`config.mk`:
```
export PLATFORM = sky130hd
export DESIGN_NAME = rst_seq
export DESIGN_NICKNAME = d
export VERILOG_FILES = /design/src/rtl/rst_seq_pkg.sv /design/src/rtl/sync_n.sv /design/src/rtl/rst_seq.sv
export SDC_FILE = /design/constraint.sdc
export NUM_CORES = 1
export LEC_CHECK = 0
export ABC_AREA = 0
export BUFFER_PORTS_ARGS = -buffer_cell sky130_fd_sc_hd__buf_2
export CAP_MARGIN = 25
export CORE_AREA = 5 5 42 44
export CTS_BUF_LIST = sky130_fd_sc_hd__clkbuf_2 sky130_fd_sc_hd__clkbuf_4 sky130_fd_sc_hd__clkbuf_8
export DETAILED_ROUTE_END_ITERATION = 6
export DIE_AREA = 0 0 47 49
export PLACE_DENSITY = 0.86
export SLEW_MARGIN = 10
export SYNTH_ARGS = -nofsm -noshare
export SYNTH_HDL_FRONTEND = slang
export SYNTH_SLANG_ARGS = --single-unit
```
`constraint.sdc`:
```
create_clock -name clk -period 2.9 [get_ports clk]
set_clock_uncertainty 0.2 [all_clocks]
set_input_delay 0.29 -clock clk [delete_from_list [all_inputs] [get_ports clk]]
set_output_delay 0.29 -clock clk [all_outputs]
set_load 0.05 [all_outputs]
```
`src/rtl/rst_seq_pkg.sv`:
```
// ============================================================================
// Module   : rst_seq_pkg
// Brief    : Shared types and sizing helpers for the reset sequencer.
// Revision : 1.0 - initial release
// ============================================================================
`default_nettype none

package rst_seq_pkg;

    typedef enum logic [1:0] {
        HOLD    = 2'd0,
        RELEASE = 2'd1,
        RUN     = 2'd2
    } rst_seq_state_t;

    // Width able to hold 0..max(a,b)-1, never narrower than one bit.
    function automatic int cnt_width(input int a, input int b);
        int m;
        m = (a > b) ? a : b;
        return (m > 1) ? $clog2(m) : 1;
    endfunction

endpackage

`default_nettype wire

```
`src/rtl/sync_n.sv`:
```
// ============================================================================
// Module   : sync_n
// Brief    : Multi-flop synchronizer for a single asynchronous input.
// Revision : 1.0 - initial release
// ============================================================================
`default_nettype none

module sync_n #(
    parameter int   STAGES    = 2,
    parameter logic RESET_VAL = 1'b0
) (
    input  logic clk,
    input  logic rst,
    input  logic i_async,
    output logic o_sync
);

    logic [STAGES-1:0] r_sync_q;
    logic [STAGES-1:0] w_sync_d;

    always_comb begin
        w_sync_d = {r_sync_q[STAGES-2:0], i_async};
    end

    always_ff @(posedge clk) begin
        if (rst) begin
            r_sync_q <= {STAGES{RESET_VAL}};
        end else begin
            r_sync_q <= w_sync_d;
        end
    end

    assign o_sync = r_sync_q[STAGES-1];

endmodule

`default_nettype wire

```
`src/rtl/rst_seq.sv`:
```
// ============================================================================
// Module   : rst_seq
// Brief    : Reset sequencer - synchronizes/merges reset requests, enforces a
//            quiet hold time, then releases active-low resets in order.
// Revision : 1.0 - initial release
// ============================================================================
`default_nettype none

module rst_seq
    import rst_seq_pkg::*;
#(
    parameter int SYNC_STAGES = 2,
    parameter int NUM_OUT     = 4,
    parameter int HOLD_CYCLES = 16,
    parameter int GAP_CYCLES  = 8
) (
    input  logic               clk,
    input  logic               rst,
    input  logic               ext_rst_req_n,
    input  logic               sw_rst_req,
    output logic [NUM_OUT-1:0] rst_out_n,
    output logic               seq_done
);

    localparam int c_cnt_w = cnt_width(HOLD_CYCLES, GAP_CYCLES);
    localparam int c_idx_w = (NUM_OUT > 1) ? $clog2(NUM_OUT) : 1;

    localparam logic [c_cnt_w-1:0] c_hold_last = c_cnt_w'(HOLD_CYCLES - 1);
    localparam logic [c_cnt_w-1:0] c_gap_last  = c_cnt_w'(GAP_CYCLES - 1);
    localparam logic [c_cnt_w-1:0] c_cnt_one   = c_cnt_w'(1);
    localparam logic [c_idx_w-1:0] c_idx_one   = c_idx_w'(1);

    initial begin
        if (SYNC_STAGES < 2) $fatal(1, "rst_seq: SYNC_STAGES must be >= 2");
        if (NUM_OUT < 1)     $fatal(1, "rst_seq: NUM_OUT must be >= 1");
        if (HOLD_CYCLES < 1) $fatal(1, "rst_seq: HOLD_CYCLES must be >= 1");
        if (GAP_CYCLES < 1)  $fatal(1, "rst_seq: GAP_CYCLES must be >= 1");
    end

    logic w_ext_sync_n;
    logic w_req;

    rst_seq_state_t     r_state_q,   w_state_d;
    logic [c_cnt_w-1:0] r_cnt_q,     w_cnt_d;
    logic [c_idx_w-1:0] r_idx_q,     w_idx_d;
    logic [NUM_OUT-1:0] r_rst_out_q, w_rst_out_d;
    logic               r_done_q,    w_done_d;

    // Synchronizer resets to 0 so a reset looks like an asserted pin request.
    sync_n #(
        .STAGES    (SYNC_STAGES),
        .RESET_VAL (1'b0)
    ) u_ext_sync (
        .clk     (clk),
        .rst     (rst),
        .i_async (ext_rst_req_n),
        .o_sync  (w_ext_sync_n)
    );

    assign w_req = ~w_ext_sync_n | sw_rst_req;

    always_comb begin
        w_state_d   = r_state_q;
        w_cnt_d     = r_cnt_q;
        w_idx_d     = r_idx_q;
        w_rst_out_d = r_rst_out_q;
        w_done_d    = r_done_q;

        case (r_state_q)
            HOLD: begin
                w_rst_out_d = '0;
                w_done_d    = 1'b0;
                if (w_req) begin
                    w_cnt_d = '0;
                end else if (r_cnt_q == c_hold_last) begin
                    w_rst_out_d[0] = 1'b1;
                    w_cnt_d        = '0;
                    w_idx_d        = '0;
                    if (NUM_OUT == 1) begin
                        w_state_d = RUN;
                        w_done_d  = 1'b1;
                    end else begin
                        w_state_d = RELEASE;
                    end
                end else begin
                    w_cnt_d = r_cnt_q + c_cnt_one;
                end
            end

            RELEASE: begin
                if (w_req) begin
                    w_state_d   = HOLD;
                    w_rst_out_d = '0;
                    w_done_d    = 1'b0;
                    w_cnt_d     = '0;
                end else if (r_cnt_q == c_gap_last) begin
                    // Only the next channel is set, keeping a thermometer code.
                    for (int i = 0; i < NUM_OUT; i++) begin
                        if (i == int'(r_idx_q) + 1) w_rst_out_d[i] = 1'b1;
                    end
                    w_idx_d = r_idx_q + c_idx_one;
                    w_cnt_d = '0;
                    if (int'(r_idx_q) + 1 == NUM_OUT - 1) begin
                        w_state_d = RUN;
                        w_done_d  = 1'b1;
                    end
                end else begin
                    w_cnt_d = r_cnt_q + c_cnt_one;
                end
            end

            RUN: begin
                if (w_req) begin
                    w_state_d   = HOLD;
                    w_rst_out_d = '0;
                    w_done_d    = 1'b0;
                    w_cnt_d     = '0;
                end
            end

            default: begin
                w_state_d   = HOLD;
                w_rst_out_d = '0;
                w_done_d    = 1'b0;
                w_cnt_d     = '0;
                w_idx_d     = '0;
            end
        endcase
    end

    always_ff @(posedge clk) begin
        if (rst) begin
            r_state_q   <= HOLD;
            r_cnt_q     <= '0;
            r_idx_q     <= '0;
            r_rst_out_q <= '0;
            r_done_q    <= 1'b0;
        end else begin
            r_state_q   <= w_state_d;
            r_cnt_q     <= w_cnt_d;
            r_idx_q     <= w_idx_d;
            r_rst_out_q <= w_rst_out_d;
            r_done_q    <= w_done_d;
        end
    end

    assign rst_out_n = r_rst_out_q;
    assign seq_done  = r_done_q;

endmodule

`default_nettype wire

```
After elaboration in Yosys (flattened, before gate mapping)
Index checks and enable logic that the tools add are counted.

Add/subtract/negate cells: 3. Eq/ne operators: 19. Mux-type cells: 32. Bitwise gates (word level): 3. Reduce and logical (&&, ||, !) cells: 9.

Operators with widths (count): $eq A3 B32 Y1 const A (2); $eq A2 B32 Y1 const A (1); $logic_not A32 Y1 (1); $mux W4 (7); $pmux W4 S3 (2); $mux W2 (10); $ne A3 B3 Y1 const B (6); $reduce_and A3 Y1 (5); $pmux W2 S3 (2); $mux W1 (10); $ne A2 B2 Y1 const B (5); $reduce_and A5 Y1 (2); $add A4 B1 Y4 const B (1); $eq A4 B3 Y1 const B (1); $eq A4 B4 Y1 const B (1); $add A2 B1 Y3 const B (1); $eq A3 B2 Y1 const B (1); $add A2 B1 Y2 const B (1); $eq A2 B1 Y1 const B (1); $eq A2 B2 Y1 const B (1); $logic_not A2 Y1 (1); $not A1 Y1 (2); $pmux W1 S2 (1); $or A1 B1 Y1 (1).

Register bits after elaboration: 15. Input port bits: 4. Output and inout bits: 5.

Logic depth before layout (Yosys ltp)
Gate-level depths: netlist (run 1).

Depth in word-level cells: 6. Gate-level depth with buffers: 5. Depth with buffers taken out: 5.

Modules after synthesis
Synthesis (run 1) repeated with hierarchy kept, for this count alone.

Cell total of the unflattened synthesis: 81. Area, all modules: 700.7 µm².

By module, submodules not included: rst_seq (instances 1, cells each 77, area an instance 648.1 µm²); sync_n (instances 1, cells each 4, area an instance 52.6 µm²).

Least setup slack after synthesis (run 1)
Ideal clock, no wire load.

Path type: flip-flop to flip-flop. Start point: register r_cnt_q[0]. End point: register r_idx_q[0]. Library setup time: 0.118 ns. Arrival time: 1.217 ns. Required time: 2.582 ns. Path slack: 1.365 ns. Stages on the path, launching flop included: 6. Path buffers: 0. Period minus slack after synthesis: 1.535 ns. Cells stage by stage: dfxtp_1 > ha_1 > nand2_1 > nor3_1 > o32a_1 > o21ai_1.

Longest elaborated chain between the ends: 3.

Ends and longest elaborated chain: start, declared (RTL line rst_seq.sv:44) `logic [c_cnt_w-1:0] r_cnt_q, w_cnt_d;`; start signal, assigned (RTL line rst_seq.sv:140) `r_cnt_q <= w_cnt_d;`; $eq A4 B3 Y1 / $eq A4 B4 Y1 (equally long branches) (RTL line rst_seq.sv:96, rst_seq.sv:75); $ne A2 B2 Y1 (no line); $reduce_and A5 Y1 (no line) *; end signal, assigned (RTL line rst_seq.sv:141) `r_idx_q <= w_idx_d;`; end, declared (RTL line rst_seq.sv:45) `logic [c_idx_w-1:0] r_idx_q, w_idx_d;`.

Every way passes the cells marked *; elsewhere a longest branch is shown, timed or not. A chain may end at the register's enable or synchronous reset.

Worst setup path after layout (run 1)
Ends and elaborated chain as after synthesis.

==> summary.txt, run 1 <==
Status
  • Outcome: finished clean

Logic synthesis
  • Top post-synthesis cells by area: dfxtp_1 42%, ha_1 6.9%, nor2_1 6.2%, a21oi_1 3.5%, nand3_1 3.5%
  • Syn Area/Cell: 9.040 um^2
  • Synthesized area: 723.2 um^2
  • Sequential fraction of the synthesis area: 41.52%
  • Area leader, netlist: dfxtp_1
  • Post-Synth Adder-Cell Area: 6.920%
  • Synth async-reset ratio: 0%
  • Synth Register Bits: 15
  • Most common cell in the netlist: dfxtp_1
  • Post-Syn Nets: 88
  • Main combinational cell family by area after synthesis: simple AND/OR/NAND/NOR gates
  • Ys flop type: dfxtp_1
  • Simple-gate share of the synthesized area: 25.43%
  • EDFF count, synth: 0
  • Syn Inst Count: 80
  • Compound-Gate Fraction of Synth Area: 17.65%
  • Multiplexer share of the synthesized area: 1.384%
  • Distinct cells, synth: 32
  • Commonest cells in the netlist: 15 x dfxtp_1, 12 x nor2_1, 5 x a21oi_1, 5 x nand3_1
  • YS warnings: 0
  • Yosys top cell area share: 41.52%
  • Synth Area in XOR/XNOR: 2.422%

Worst setup path
  • CP endpoint kind: register
  • Crit-path slowest cell: dfxtp_1
  • Arrival @ worst endpoint: 1.76 ns
  • Setup crit start kind: register
  • Worst EP required: 2.88 ns
  • Setup CP Type: register to register
  • Critical Path Max Stage Delay: 0.38 ns
  • Cell Chain, Critical Path: ha_1 -> nand2_1 -> nor3_1 -> o32a_1 -> o21ai_1
  • R2R depth: 5
  • Crit-path max FO: 5

Routing
  • DRC: 0
  • Detailed-route wire length: 1.398 mm
  • Pre-antenna DRT Iters: 4
  • WL per Instance: 13.44 um
  • DRT iter0 DRCs: 16
  • M1 wire length: 572 um
  • Vias per cell: 5.644
  • Via Count: 587
  • DR top layer: met4
  • Post-route ant nets: 0
  • Met3 wire length: 93 um
  • Metal2 WL: 692 um

Timing
  • Setup tns final: 0 ns
  • Endpoints failing hold: 0
  • Final period util: 61.58%
  • Slew headroom: 71.25%
  • Crit path time final: 1.786 ns
  • Final Max Tran Viols: 0
  • Slew @ Worst Pin: 0.4303 ns
  • RSZ-0062 raised after global routing: false
  • Max Clk Rate: 0.5600 GHz
  • Final setup viols: 0

Min path
  • Hold depth: 2
  • Type of the worst min-delay path: input port to register

Power and ir drop
  • P_leak: 0.3013 nW
  • VDD IR max: 0.2847 mV
  • Power Total: 346.5 uW
  • Power per cell area: 438.2 nW/um^2

Global routing
  • Grt ovf: 0
  • Vias in the first global route: 573
  • Gr usage total: 14.17%
  • First-pass GRT wire length: 2.394 mm
  • Largest net degree at the start of global routing: 10
  • Initial antenna violation count: 0

Placement
  • Dpl cells: 100
  • GPL Wtd Cong: 0.8419
  • Buffers on Ports: 8
  • Dpl hpwl: 1.067 mm

Clocking
  • Post-CTS sizing: 0
  • Post-CTS setup buffers: 0
  • H-tree levels: 1
  • Clk slew on worst S/H paths: 0.09 ns
  • TritonCTS clock tree: yes
  • Max clock buf depth: 2
  • Hold buffers post-CTS: 0
  • Sink Count: 15
  • Clock root buffer: clkbuf_4
  • Clk_lat worst skew: 0.29 ns
  • Num CTS Buffers: 3

Layout
  • Ant diodes: 0
  • Area grow syn2layout: 9.342%
  • Filler instances: 141
  • Post-route non-filler standard cell count: 104
  • Layout Nets: 97
  • Layout cells sized above 1: 22.73%

Die
  • Starting Density: 51.61%
  • Area of the die: 2303 um^2
  • Chip width: 47 um
  • DIE HEIGHT: 49 um
  • Core area: 1401 um^2
  • IO Pins: 9
  • Cell Rows: 14

Run
  • # Max-Cap Violations: 0
layer usage:
| layer | vias to the layer above | global-route usage, % |
|---|---|---|
| li1 | 288 | - |
| met1 | 262 | 16.14 |
| met2 | 31 | 23.08 |
| met3 | 6 | 3.321 |
| met4 | 0 | 7.834 |
| met5 | - | 0 |
area by class of cell:
class	count	area [um^2]	area share, %
Multi-Input combinational cell	58	389.1	49.21
Clock buffer	4	30.03	3.797
Timing Repair Buffer	8	40.04	5.063
Inverter	3	11.26	1.424
Tap cell	16	20.02	2.532
Sequential cell	15	300.3	37.97
kinds of logic after synthesis:
kind of cell | count (synthesis)
XOR/XNOR | 2
multiplexers | 1
adder cells (fa/ha/maj) | 4
flip-flops | 15
buffers and inverters | 7
AO/OA/AOI/OAI | 17
AND/OR/NAND/NOR | 34
power breakdown:
group	internal [mW]	leakage, nW	switching [mW]	total (mW)
clock	0.0629	0.0184	0.0658	0.129
combinational	0.00471	0.162	0.00514	0.00985
sequential	0.207	0.121	0.000755	0.208
final timing paths:
check | from | end | slack, ns
setup / recovery | r_cnt_q[0] | r_idx_q[0] | 1.11
hold / removal | ext_rst_req_n | u_ext_sync.r_sync_q[0] | 0.03
setup reg to reg | r_cnt_q[0] | r_idx_q[0] | 1.11
hold reg to reg | u_ext_sync.r_sync_q[0] | u_ext_sync.r_sync_q[1] | 0.25
critical path, delay by kind of cell, from the launching register on:
family	cells	cell delay [ns]
fa+ha+maj	1	0.31
flops	1	0.38
compound gates	2	0.31
simple gates	2	0.48
stage by stage:
step	utilization, %	hold WS [ns]	cell area [um^2]	setup slack, ns
floorplan	-	0.2138	723.2	1.365
global placement	54.29	0.2273	760.7	1.285
detailed placement	54.29	0.2303	760.7	1.169
CTS	56.43	0.03063	790.8	1.147
global route	56.43	0.06126	790.8	1.013
finish	56.43	0.02733	790.8	1.114
cells in the final DEF (no fill, tap or decap), drive strengths merged:
cell,netlist,routed
clkbuf,0,4
mux2i,1,1
nor3b,1,1
nor2,13,13
a31oi,2,2
buf,4,8
o21bai,1,1
or3b,1,1
nor3,2,2
and4bb,1,1
a22oi,1,1
nand3,5,5
a211oi,3,3
xnor2,1,1
nand2b,2,2
and2,1,1
nor2b,4,4
dfxtp,15,15
a21oi,6,6
o32a,1,1
nand2,3,3
xor2,1,1
o21ai,3,3
ha,4,4
inv,3,3
or2,1,1
state kept, by name (all words and copies together) (netlist names):
name	flops
r_cnt_q	4
rst_out_n	4
r_idx_q	2
r_state_q	2
u_ext_sync.r_sync_q	2
seq_done	1
Note: power is estimated with default switching activity, not from simulation.
==> run 2: changes to the inputs <==
Settings changed: CORE_AREA 5 5 42 44 to unset, CORE_MARGIN set to 5, CORE_UTILIZATION set to 52, DIE_AREA 0 0 47 49 to unset, PLACE_DENSITY 0.86 to 0.87.
Clock period 2.9 ns to 1.5 ns, I/O delays scaled along.
==> run 2 against run 1 <==
The run now ends with hold timing, setup timing left. Register-to-register slack lost 1.1 ns. Worst hold slack got worse by 0.029 ns. Non-clock buffer count is 11 higher. Count of clock-buffer cells in the layout is 1 lower. Sequential power increased by 94%. Global-route usage is 2.3 points higher. Wire length is 29% higher. Critical path depth unchanged. Largest cell class unchanged. Clock power rose by 90%. Cell count grew 9.6%.
==> summary.txt, run 2 (synthesis results as in run 1) <==
Layout
  • Multi-input logic area: 425.4 um^2 (was 389.1 um^2)
  • Commonest non-fill, non-tap cell in the layout: nor2_1 (was dfxtp_1)
  • Filler instances: 96 (was 141)
  • Ant diodes: 0 (unchanged)
  • Layout cells sized above 1: 36.36% (was 22.73%)
  • Final instance area: 918.4 um^2 (was 790.8 um^2)
  • Storage element area: 305.3 um^2 (was 300.3 um^2)
  • Layout Nets: 108 (was 97)
  • Area grow syn2layout: 26.99% (was 9.342%)
  • Most frequent cells in the layout: 12 x nor2_1, 11 x dfxtp_1, 8 x buf_2, 8 x buf_4 (was 15 x dfxtp_1, 12 x nor2_1, 8 x buf_2)

Die
  • Starting Density: 55.58% (was 51.61%)
  • Core area: 1301 um^2 (was 1401 um^2)
  • Cell Rows: 13 (was 14)
  • Chip width: 47.29 um (was 47 um)
  • Area of the die: 2236 um^2 (was 2303 um^2)
  • IO Pins: 9 (unchanged)
  • DIE HEIGHT: 47.29 um (was 49 um)

Timing
  • Slew @ Worst Pin: 0.3352 ns (was 0.4303 ns)
  • Final setup viols: 1 (was 0)
  • Max Clk Rate: 0.6624 GHz (was 0.5600 GHz)
  • Final Max Tran Viols: 0 (unchanged)
  • Crit path time final: 1.510 ns (was 1.786 ns)
  • Endpoints failing hold: 1 (was 0)
  • Setup ws final: -0.009560 ns (was 1.114 ns)
  • Worst hold slack: -0.001821 ns (was 0.02733 ns)
  • Slew headroom: 77.61% (was 71.25%)
  • Final period util: 100.6% (was 61.58%)

Power and ir drop
  • Power Total: 674.9 uW (was 346.5 uW)
  • Sequential share of power: 59.7% (was 60.0%)
  • Switching Power: 159.3 uW (was 71.65 uW)
  • P_leak: 0.3522 nW (was 0.3013 nW)
  • Cell Int Power: 515.5 uW (was 274.9 uW)
  • Logic pwr share: 4.0% (was 2.8%)
  • Switch share: 23.61% (was 20.68%)
  • VDD IR max: 0.5166 mV (was 0.2847 mV)
  • Clock group share of total power: 36.2% (was 37.1%)
  • Power per cell area: 734.8 nW/um^2 (was 438.2 nW/um^2)

Min path
  • Type of the worst min-delay path: input port to register (unchanged)
  • Hold endpoint: r_state_q[0] (was u_ext_sync.r_sync_q[0])
  • Hold Path Origin: sw_rst_req (was ext_rst_req_n)
  • Hold depth: 3 (was 2)

Routing
  • Vias per cell: 5.711 (was 5.644)
  • DRT iter0 DRCs: 19 (was 16)
  • Post-route ant nets: 0 (unchanged)
  • Detailed-route wire length: 1.807 mm (was 1.398 mm)
  • WL per Instance: 15.85 um (was 13.44 um)
  • DRC: 0 (unchanged)
  • Via Count: 651 (was 587)
  • Pre-antenna DRT Iters: 5 (was 4)

Worst setup path
  • Reg-to-reg slack, setup: -0.01 ns (was 1.11 ns)
  • Setup crit start kind: register (unchanged)
  • CP endpoint kind: register (unchanged)
  • Setup CP Type: register to register (unchanged)
  • Crit-path max FO: 5 (unchanged)
  • R2r endpoint: r_idx_q[0] (unchanged)
  • R2R depth: 5 (unchanged)
  • Arrival @ worst endpoint: 1.53 ns (was 1.76 ns)
  • Worst EP required: 1.52 ns (was 2.88 ns)
  • Reg-to-reg startpoint: r_cnt_q[1] (was r_cnt_q[0])

Clocking
  • Hold buffers post-CTS: 3 (was 0)
  • Num CTS Buffers: 3 (unchanged)
  • Clk slew on worst S/H paths: 0.10 ns (was 0.09 ns)
  • Post-CTS setup buffers: 0 (unchanged)
  • Sink Count: 15 (unchanged)
  • Max clock buf depth: 2 (unchanged)
  • Clock root buffer: clkbuf_4 (unchanged)
  • Clk_lat worst skew: 0.29 ns (about the same)
  • H-tree levels: 1 (unchanged)
  • TritonCTS clock tree: yes (unchanged)

Placement
  • Placed Area: 822.0 um^2 (was 760.7 um^2)
  • Dpl hpwl: 1.090 mm (was 1.067 mm)
  • GPL Wtd Cong: 0.8293 (was 0.8419)
  • Buffers on Ports: 8 (unchanged)

Status
  • Failing checks: hold timing, setup timing
  • Outcome: complete, but fails checks (was finished clean)

Global routing
  • Grt ovf: 0 (unchanged)
  • Largest net degree at the start of global routing: 10 (unchanged)
  • Initial antenna violation count: 0 (unchanged)
  • First-pass GRT wire length: 2.546 mm (was 2.394 mm)
  • Gr usage total: 16.51% (was 14.17%)
  • Vias in the first global route: 553 (was 573)

Run
  • # Max-Cap Violations: 0 (unchanged)
==> run 2: cell count changes in the layout (fill, tap and decap cells not counted), sizes merged <==
cell / change
clkbuf: -1
dlygate4sd3: +3
buf: +8
clkinv: +1
==> run 2: worst max-delay path, cell delays in order, from the launching register on <==
cell and delay, ns:
dfxtp_2 0.36, ha_4 0.18, nand3_1 0.16, nor2_1 0.06, o32a_1 0.32, o21ai_1 0.17
==> run 2: final cells by class <==
cell class / count / share of cell area, %
timing repair buffer: 19 / 14.17
inverter: 3 / 1.226
tap: 15 / 2.044
clock buffer: 3 / 2.452
multi-input combinational: 58 / 46.32
sequential: 15 / 33.24
clock inverter: 1 / 0.5450
==> run 2: power by group through the flow <==
stage               clock (mW)  sequential, mW  combinational, mW
floorplan                    0           0.411             0.0131
global placement             0           0.411             0.0187
detailed placement           0           0.412             0.0192
CTS                      0.233           0.402             0.0255
global route             0.266           0.403             0.0292
finish                   0.245           0.403             0.0273
==> run 2: through the flow <==
step | utilization (%) | TNS [ns] | worst slack [ns] | instances
3_5_place_dp | 63.17 | 0 | 0.04464 | 107
5_1_grt | 70.58 | -0.1440 | -0.07458 | 114
3_3_place_gp | 63.17 | 0 | 0.08408 | 107
2_1_floorplan | - | 0 | 0.01480 | 80
6_report | 70.58 | -0.009560 | -0.009560 | 114
4_1_cts | 67.60 | 0 | 0.01803 | 114
==> run 2: worst max-delay path by stage <==
stage	from	endpoint	slack, ns
finish	r_cnt_q[1]	r_idx_q[0]	-0.01
global route	r_cnt_q[1]	r_idx_q[0]	-0.07
CTS	r_cnt_q[1]	r_idx_q[1]	0.02
detailed placement	r_cnt_q[1]	r_idx_q[1]	0.04
global placement	r_cnt_q[1]	r_idx_q[0]	0.08
floorplan	r_cnt_q[0]	r_idx_q[0]	0.01
==> run 2: timing repair <==
item	in CTS	in global routing
endpoints found under the setup margin	0	10
endpoints found under the hold margin	6	1
resized for setup	0	10
==> run 2: routing by layer <==
| layer | wire length [um] | track usage (%) | vias to the layer above | share of wire [%] |
|---|---|---|---|---|
| li1 | - | - | 316 | - |
| met1 | 737 | 21.20 | 303 | 41 |
| met2 | 875 | 25.94 | 23 | 48 |
| met3 | 90 | 2.299 | 9 | 5.0 |
| met4 | 104 | 9.945 | 0 | 5.8 |
| met5 | 0 | 0 | - | 0 |
==> run 3: changes to the inputs <==
Settings changed: SETUP_SLACK_MARGIN set to 0.02.
==> run 3 against run 2 <==
The run now ends clean. Non-clock buffer count unchanged. Utilization decreased by 0.38 points. Global-route usage increased by 2.4 points. Critical path depth decreased by 1.
==> summary.txt, run 3 (synthesis results as in run 1) <==
Run
  • # Max-Cap Violations: 0 (unchanged)

Die
  • Chip width: 47.29 um (unchanged)
  • IO Pins: 9 (unchanged)
  • DIE HEIGHT: 47.29 um (unchanged)
  • Starting Density: 55.58% (unchanged)
  • Core area: 1301 um^2 (unchanged)
  • Area of the die: 2236 um^2 (unchanged)
  • Cell Rows: 13 (unchanged)

Placement
  • Buffers on Ports: 8 (unchanged)
  • GPL Wtd Cong: 0.7920 (was 0.8293)
  • Setup WS pre-CTS: -0.04215 ns (was 0.04464 ns)
  • Dpl hpwl: 1.110 mm (was 1.090 mm)

Worst setup path
  • Crit-path max FO: 3 (was 5)
  • Setup crit start kind: register (unchanged)
  • Critical Path Max Stage Delay: 0.41 ns (was 0.36 ns)
  • Cell Chain, Critical Path: or3b_4 -> nor2_1 -> o32a_1 -> o21ai_1 (was ha_4 -> nand3_1 -> nor2_1 -> o32a_1 -> o21ai_1)
  • CP endpoint kind: register (unchanged)
  • Worst EP required: 1.49 ns (was 1.52 ns)
  • Reg-to-reg slack, setup: 0.05 ns (was -0.01 ns)
  • Arrival @ worst endpoint: 1.44 ns (was 1.53 ns)
  • Setup CP Type: register to register (unchanged)
  • Crit-path slowest cell: or3b_4 (was dfxtp_2)

Power and ir drop
  • Cell Int Power: 515.5 uW (about the same)
  • Switch share: 23.19% (was 23.61%)
  • Power per cell area: 734.7 nW/um^2 (was 734.8 nW/um^2)
  • VDD IR max: 0.5327 mV (was 0.5166 mV)
  • Switching Power: 155.6 uW (was 159.3 uW)
  • P_leak: 0.3596 nW (was 0.3522 nW)
  • Logic pwr share: 4.1% (was 4.0%)
  • Clock group share of total power: 35.9% (was 36.2%)
  • Sequential share of power: 60.1% (was 59.7%)

Routing
  • DRC: 0 (unchanged)
  • Vias per cell: 5.509 (was 5.711)
  • Pre-antenna DRT Iters: 4 (was 5)
  • Detailed-route wire length: 1.660 mm (was 1.807 mm)
  • Post-route ant nets: 0 (unchanged)
  • Via Count: 628 (was 651)
  • DRT iter0 DRCs: 13 (was 19)
  • WL per Instance: 14.56 um (was 15.85 um)

Global routing
  • Routing usage on met1: 23.04% (was 21.20%)
  • Grt ovf: 0 (unchanged)
  • GR peak layer: met2 (unchanged)
  • Gr usage total: 18.91% (was 16.51%)
  • First-pass GRT wire length: 2.794 mm (was 2.546 mm)
  • GRT met3 Usage: 3.448% (was 2.299%)
  • Vias in the first global route: 623 (was 553)
  • Met2 usage: 29.68% (was 25.94%)
  • Largest net degree at the start of global routing: 10 (unchanged)
  • Initial antenna violation count: 0 (unchanged)

Timing
  • Final Max Tran Viols: 0 (unchanged)
  • Slew headroom: 80.50% (was 77.61%)
  • Slew @ Worst Pin: 0.2919 ns (was 0.3352 ns)
  • Max Clk Rate: 0.6897 GHz (was 0.6624 GHz)
  • Final period util: 96.66% (was 100.6%)
  • Worst hold slack: 0.0008568 ns (was -0.001821 ns)
  • Final setup viols: 0 (was 1)
  • Setup ws final: 0.05011 ns (was -0.009560 ns)
  • Endpoints failing hold: 0 (was 1)
  • Crit path time final: 1.450 ns (was 1.510 ns)
  • RSZ-0062 raised after global routing: true

Layout
  • Layout Nets: 108 (unchanged)
  • Ant diodes: 0 (unchanged)
  • Commonest non-fill, non-tap cell in the layout: nor2_1 (unchanged)
  • Layout cells sized above 1: 36.36% (unchanged)
  • Filler instances: 104 (was 96)
  • Area grow syn2layout: 26.30% (was 26.99%)
  • Most frequent cells in the layout: 12 x nor2_1, 11 x dfxtp_1, 8 x buf_2, 8 x buf_4 (unchanged)

Clocking
  • Clk slew on worst S/H paths: 0.09 ns (was 0.10 ns)
  • Clock root buffer: clkbuf_4 (unchanged)
  • Max clock buf depth: 2 (unchanged)
  • Num CTS Buffers: 3 (unchanged)
  • Sink Count: 15 (unchanged)
  • H-tree levels: 1 (unchanged)
  • Clk_lat worst skew: 0.29 ns (about the same)
  • TritonCTS clock tree: yes (unchanged)

Status
  • Outcome: finished clean (was complete, but fails checks)

Min path
  • Type of the worst min-delay path: input port to register (unchanged)
==> run 3: cell counts in the layout (fill, tap and decap cells not counted) <==
Identical to the previous run, type by type.
==> run 3: layout make-up <==
| type | count | area, um^2 | area share [%] |
|---|---|---|---|
| tap | 15 | 18.77 | 2.055 |
| inverter | 3 | 11.26 | 1.233 |
| sequential | 15 | 305.3 | 33.42 |
| clock inverter | 1 | 5.005 | 0.5479 |
| timing repair buffer | 19 | 130.1 | 14.25 |
| clock buffer | 3 | 22.52 | 2.466 |
| multi-input combinational | 58 | 420.4 | 46.03 |
==> run 3: metrics by stage <==
step | setup TNS [ns] | util (%) | std cells | area (um^2) | power, mW
global route | 0 | 70.19 | 114 | 913.4 | 0.7041
global placement | 0 | 62.98 | 106 | 819.5 | 0.4299
CTS | 0 | 68.65 | 113 | 893.4 | 0.6740
floorplan | 0 | - | 80 | 730.7 | 0.4243
detailed placement | -0.06145 | 62.98 | 106 | 819.5 | 0.4310
finish | 0 | 70.19 | 114 | 913.4 | 0.6711
==> run 3: worst paths after layout <==
check,cells past startpoint,startpoint,to
setup / recovery,4,u_ext_sync.r_sync_q[1],r_idx_q[0]
hold / removal,3,sw_rst_req,r_state_q[0]
setup reg to reg,4,u_ext_sync.r_sync_q[1],r_idx_q[0]
hold reg to reg,1,u_ext_sync.r_sync_q[0],u_ext_sync.r_sync_q[1]
==> run 3: what timing repair did <==
| action | in CTS | in global routing |
|---|---|---|
| hold endpoints to repair | 6 | 2 |
| pin swaps | 0 | 2 |
| resized for setup | 2 | 6 |
| setup buffers | 0 | 1 |
| hold buffers | 3 | 1 |
| endpoints found under the setup margin | 4 | 10 |
==> run 3: worst max-delay path, delay by kind of cell (launching register included) <==
kind	cells	cell delay (ns)
compound gates	2	0.24
simple gates	2	0.55
flops	1	0.36
==> run 3: power by group through the flow <==
stage | logic (mW) | clock network (mW) | registers, mW
after floorplan | 0.0132 | 0 | 0.411
after global placement | 0.0187 | 0 | 0.411
after detailed placement | 0.0194 | 0 | 0.412
after CTS | 0.0256 | 0.246 | 0.403
after global routing | 0.0295 | 0.271 | 0.404
final | 0.0273 | 0.241 | 0.403
==> run 3: per-layer routing <==
| layer | wire length, um | share of wire, % |
|---|---|---|
| met3 | 72 | 4.3 |
| met1 | 738 | 44 |
| met5 | 0 | 0 |
| met4 | 47 | 2.8 |
| met2 | 802 | 48 |
